`config.mk`:
```
export PLATFORM = sky130hd
export DESIGN_NAME = fetch_unit
export DESIGN_NICKNAME = d
export VERILOG_FILES = /design/src/rtl/fetch_unit.sv
export SDC_FILE = /design/constraint.sdc
export NUM_CORES = 1
export LEC_CHECK = 0
export BUFFER_PORTS_ARGS = -buffer_cell sky130_fd_sc_hd__buf_2
export CAP_MARGIN = 10
export CORE_ASPECT_RATIO = 1.5
export CORE_MARGIN = 5
export CORE_UTILIZATION = 28
export CTS_BUF_LIST = sky130_fd_sc_hd__clkbuf_4 sky130_fd_sc_hd__clkbuf_8
export DETAILED_ROUTE_END_ITERATION = 10
export SLEW_MARGIN = 20
export SYNTH_ARGS = -nofsm -noshare
export SYNTH_HDL_FRONTEND = slang
export SYNTH_SLANG_ARGS = --single-unit
```
`constraint.sdc`:
```
create_clock -name clk -period 1.7 [get_ports clk]
set_input_delay 0.34 -clock clk [delete_from_list [all_inputs] [get_ports clk]]
set_output_delay 0.34 -clock clk [all_outputs]
set_load 0.02 [all_outputs]
```
`src/rtl/fetch_unit.sv`:
```
// Fetch stage: PC register, program-memory address, instruction register. Redirects land one edge after
// they are seen (one bubble); stall holds everything, halt parks fetch until resume.
module fetch_unit #(
  parameter int                AddrSz        = 6,
  parameter int                InstructionSz = 24,
  parameter logic [AddrSz-1:0] ResetAddr     = '0
) (
  input  logic                     clk,
  input  logic                     reset,
  output logic [AddrSz-1:0]        pc_addr,
  input  logic [InstructionSz-1:0] mem_instr,
  input  logic                     stall,
  input  logic                     jump,
  input  logic [AddrSz-1:0]        jump_target,
  input  logic                     branch_taken,
  input  logic [AddrSz-1:0]        branch_offset,
  input  logic                     halt_req,
  input  logic                     resume,
  output logic [InstructionSz-1:0] instr,
  output logic [AddrSz-1:0]        instr_pc,
  output logic                     instr_valid,
  output logic                     halted
);

  typedef enum logic {
    ST_RUN    = 1'b0,
    ST_HALTED = 1'b1
  } state_e;

  localparam logic [AddrSz-1:0] PcOne = AddrSz'(1);

  state_e                   state_q, state_d;
  logic [AddrSz-1:0]        pc_q, pc_d;
  logic [InstructionSz-1:0] instr_q, instr_d;
  logic [AddrSz-1:0]        instr_pc_q, instr_pc_d;
  logic                     instr_valid_q, instr_valid_d;
  logic [AddrSz-1:0]        redirect_pc;
  logic                     redirect;

  // Branch offsets are relative to the instruction in IR, not to the fetch PC.
  assign redirect    = jump | branch_taken;
  assign redirect_pc = jump ? jump_target : (instr_pc_q + branch_offset);

  always_comb begin
    state_d       = state_q;
    pc_d          = pc_q;
    instr_d       = instr_q;
    instr_pc_d    = instr_pc_q;
    instr_valid_d = instr_valid_q;

    case (state_q)
      ST_RUN: begin
        if (redirect) begin
          pc_d          = redirect_pc;
          instr_valid_d = 1'b0;
        end else if (halt_req) begin
          instr_valid_d = 1'b0;
        end else if (!stall) begin
          instr_d       = mem_instr;
          instr_pc_d    = pc_q;
          instr_valid_d = 1'b1;
          pc_d          = pc_q + PcOne;
        end
        if (halt_req) begin
          state_d       = ST_HALTED;
          instr_valid_d = 1'b0;
        end
      end
      ST_HALTED: begin
        instr_valid_d = 1'b0;
        if (resume && !halt_req) begin
          state_d = ST_RUN;
        end
      end
      default: begin
        state_d       = ST_RUN;
        instr_valid_d = 1'b0;
      end
    endcase
  end

  always_ff @(posedge clk) begin
    if (reset) begin
      state_q       <= ST_RUN;
      pc_q          <= ResetAddr;
      instr_q       <= '0;
      instr_pc_q    <= '0;
      instr_valid_q <= 1'b0;
    end else begin
      state_q       <= state_d;
      pc_q          <= pc_d;
      instr_q       <= instr_d;
      instr_pc_q    <= instr_pc_d;
      instr_valid_q <= instr_valid_d;
    end
  end

  assign pc_addr     = pc_q;
  assign instr       = instr_q;
  assign instr_pc    = instr_pc_q;
  assign instr_valid = instr_valid_q;
  assign halted      = (state_q == ST_HALTED);

endmodule

```
==> key figures <==
Outcome
  – Status: finished, final reports clean

Clock network
  – Total CTS buffers: 5
  – CTS clk-pin slew, worst paths: 70 ps
  – Root Buffer: clkbuf_8
  – CTS tree: done
  – H-tree Lvls: 2
  – CTS Hold Bufs: 0
  – Clock Sinks: 38
  – Max Root-Sink Buffers: 2
  – Clock Latency Late Sink: 280 ps

Drt
  – Average wire per standard cell: 12.8 um
  – Vias per cell: 4.58
  – Routed WL: 4930 um
  – First-pass detailed-route iteration total: 4
  – ANT nets after route: 0
  – Vias: 1,758
  – DRC: 0
  – Drt initial violations: 37

Layout
  – Core Util, Final: 0.392
  – NumNets Final: 360
  – Area Overhead vs Synth: 36.2%
  – N_diodes: 0
  – Most frequent cells in the layout: 80 x buf_2, 67 x nand2_1, 37 x a21oi_1
  – Layout cells sized above 1: 0.381
  – Cell Count, Final, Fillers Out: 384
  – Final instance area: 2400 um^2
  – Leading cell type in the layout, fill and taps excluded: buf_2

Power and ir drop
  – Max VDD drop: 0.000310 V
  – Pleak: 0.00109 uW
  – PD cells: 743 nW/um^2

Floorplanning
  – Core area: 6130 um^2
  – FP Rows: 35
  – Die Area: 8030 um^2
  – Die H: 107 um
  – Die X: 74.8 um
  – Starting Density: 0.288
  – Io pins: 81

Worst setup path
  – Setup crit end kind: register
  – Worst R2R Start: instr_pc[0]$_SDFFE_PP0P_
  – Crit-path cells: ha_4 -> inv_2 -> fa_2 -> nand2b_4 -> a21oi_2 -> xor2_1 -> o21ai_1 -> a211oi_2
  – Worst path slowest cell: dfxtp_4
  – Crit path kind: reg2reg
  – Worst Path Arrival: 1830 ps
  – Crit path largest cell delay: 360 ps
  – Startpoint Class: register
  – CP Max Fanout: 2
  – Critical Path RT: 1900 ps
  – Setup crit start: instr_pc[0]$_SDFFE_PP0P_

Placed design
  – Placer congestion estimate: 0.826
  – Post-DP HPWL: 3800 um
  – Cell Area, Placed: 2280 um^2
  – Dpl cells: 376
  – Port bufs: 80

Global routing
  – GR Overflow Total: 0
  – Largest net degree at the start of global routing: 31
  – Initial antenna violation count: 0
  – Total Routing Usage GR: 0.131
  – Vias in the first global route: 1,776
  – First-pass GRT wire length: 8120 um

STA
  – Slew HR: 0.628
  – Slew Limit Fails: 0
  – Fin. Hold Viols: 0
  – Setup total negative slack: 0 ps
  – Post-route minimum period: 1620 ps
  – Final setup violation count: 0
  – Fmax: 0.616 GHz
  – RSZ-0062 raised after global routing: yes
  – Post-route clock period utilization: 0.955
  – Fin Clk Skew: 5.54 ps
  – Worst-Margin Slew: 558 ps

Min path
  – Hold/Removal Path Class: in2reg
  – Hold Crit Start: mem_instr[21]

Logic synthesis
  – Post-synthesis register bit count: 38
  – Yosys top cell area share: 0.431
  – Post-synthesis sequential area ratio: 0.431
  – Netlist cell types: 33
  – Synth Instances: 220
  – Yosys top cell by area: dfxtp_1
  – Mean Syn Cell Area: 8.02 um^2
  – Post-Syn Area: 1770 um^2
  – Synthesized Nets: 270
  – Top cells by area, synth: dfxtp_1 43%, nand2_1 14%, a21oi_1 11%
  – Yosys warns: 0

Flow run
  – MaxCap Viol Count: 0
## stage by stage
step                hold slack [ps]  setup slack, ps  total power (uW)
floorplan                       447             4.41              1100
global placement                439             -105              1220
detailed placement              446             -171              1230
CTS                             276             3.29              1830
global route                    271            -40.5              1920
finish                          289             75.9              1790
## cell type report
cell class / instances / area, um^2
Clock buffer: 5 / 68.8
Sequential cell: 38 / 766
Fill cell: 668 / 3730
Tap cell: 74 / 92.6
Multi-Input combinational cell: 165 / 936
Clock inverter: 2 / 10.0
Timing Repair Buffer: 95 / 513
Inverter: 5 / 18.8
## path summary, 6_finish.rpt
path | to | slack [ps] | cells after the start
setup / recovery | pc_addr[4]$_SDFFE_PP0P_ | 80 | 8
hold / removal | instr[21]$_SDFFE_PP0P_ | 290 | 3
setup reg to reg | pc_addr[4]$_SDFFE_PP0P_ | 80 | 8
hold reg to reg | instr[10]$_SDFFE_PP0P_ | 450 | 2
## sequential cells by signal, summed over array words and instances, names as in the netlist
signal / flops
halted: 1
instr: 24
instr_pc: 6
instr_valid: 1
pc_addr: 6
## power by group
part / leakage (uW) / internal, uW / switching [uW]
logic: 0.000736 / 121 / 148
registers: 0.000310 / 914 / 25.5
clock network: 0.0000438 / 275 / 303
total: 0.00109 / 1310 / 476
## kinds of logic (layout without fill, tap and decap cells)
kind of cell | after synthesis | count (layout) | share of synthesized area
AOI/OAI and AO/OA | 61 | 61 | 0.197
DFF | 38 | 38 | 0.431
and+or+nand+nor | 92 | 92 | 0.228
adders and majority gates | 7 | 7 | 0.0539
xor gates and xnor gates | 5 | 5 | 0.0248
buffers and inverters | 17 | 107 | 0.0659
## Yosys cell counts
cell type,count
nand2_1,67
a21oi_1,39
dfxtp_1,38
buf_6,7
nor2_1,7
o21ai_0,7
ha_1,6
clkbuf_1,5
inv_1,5
nand2b_1,4
xnor2_1,3
a211oi_1,2
a22oi_1,2
a31oi_1,2
nand3_1,2
nand3b_1,2
nor2b_1,2
o21bai_1,2
o41ai_1,2
or2_4,2
xor2_1,2
a2111oi_0,1
a21o_1,1
a31o_1,1
and3_1,1
fa_1,1
nor2_2,1
nor3_1,1
nor3b_1,1
o211ai_1,1
o21ba_2,1
or3_4,1
or4_1,1
## what timing repair did
| item | 4_1_cts | 5_1_grt |
|---|---|---|
| pin swaps | 1 | 4 |
| setup endpoints to repair | 3 | 2 |
| endpoints found under the hold margin | 0 | 0 |
| cloned | 0 | 0 |
| setup buffers | 1 | 0 |
| resized for setup | 5 | 4 |
## worst max-delay path, delay by kind of cell, from the launching register on
family,cells,cell delay (ps)
AOI/OAI and AO/OA,3,390
xor gates and xnor gates,1,150
adders and majority gates,2,460
buffers and inverters,1,30
DFF,1,360
and+or+nand+nor,1,150
## routing by layer
layer / GRT usage / share of wire
met1: 0.145 / 0.39
met2: 0.234 / 0.52
met3: 0.0346 / 0.072
met4: 0.0407 / 0.016
met5: 0 / 0
(Power assumes the default switching activity.)
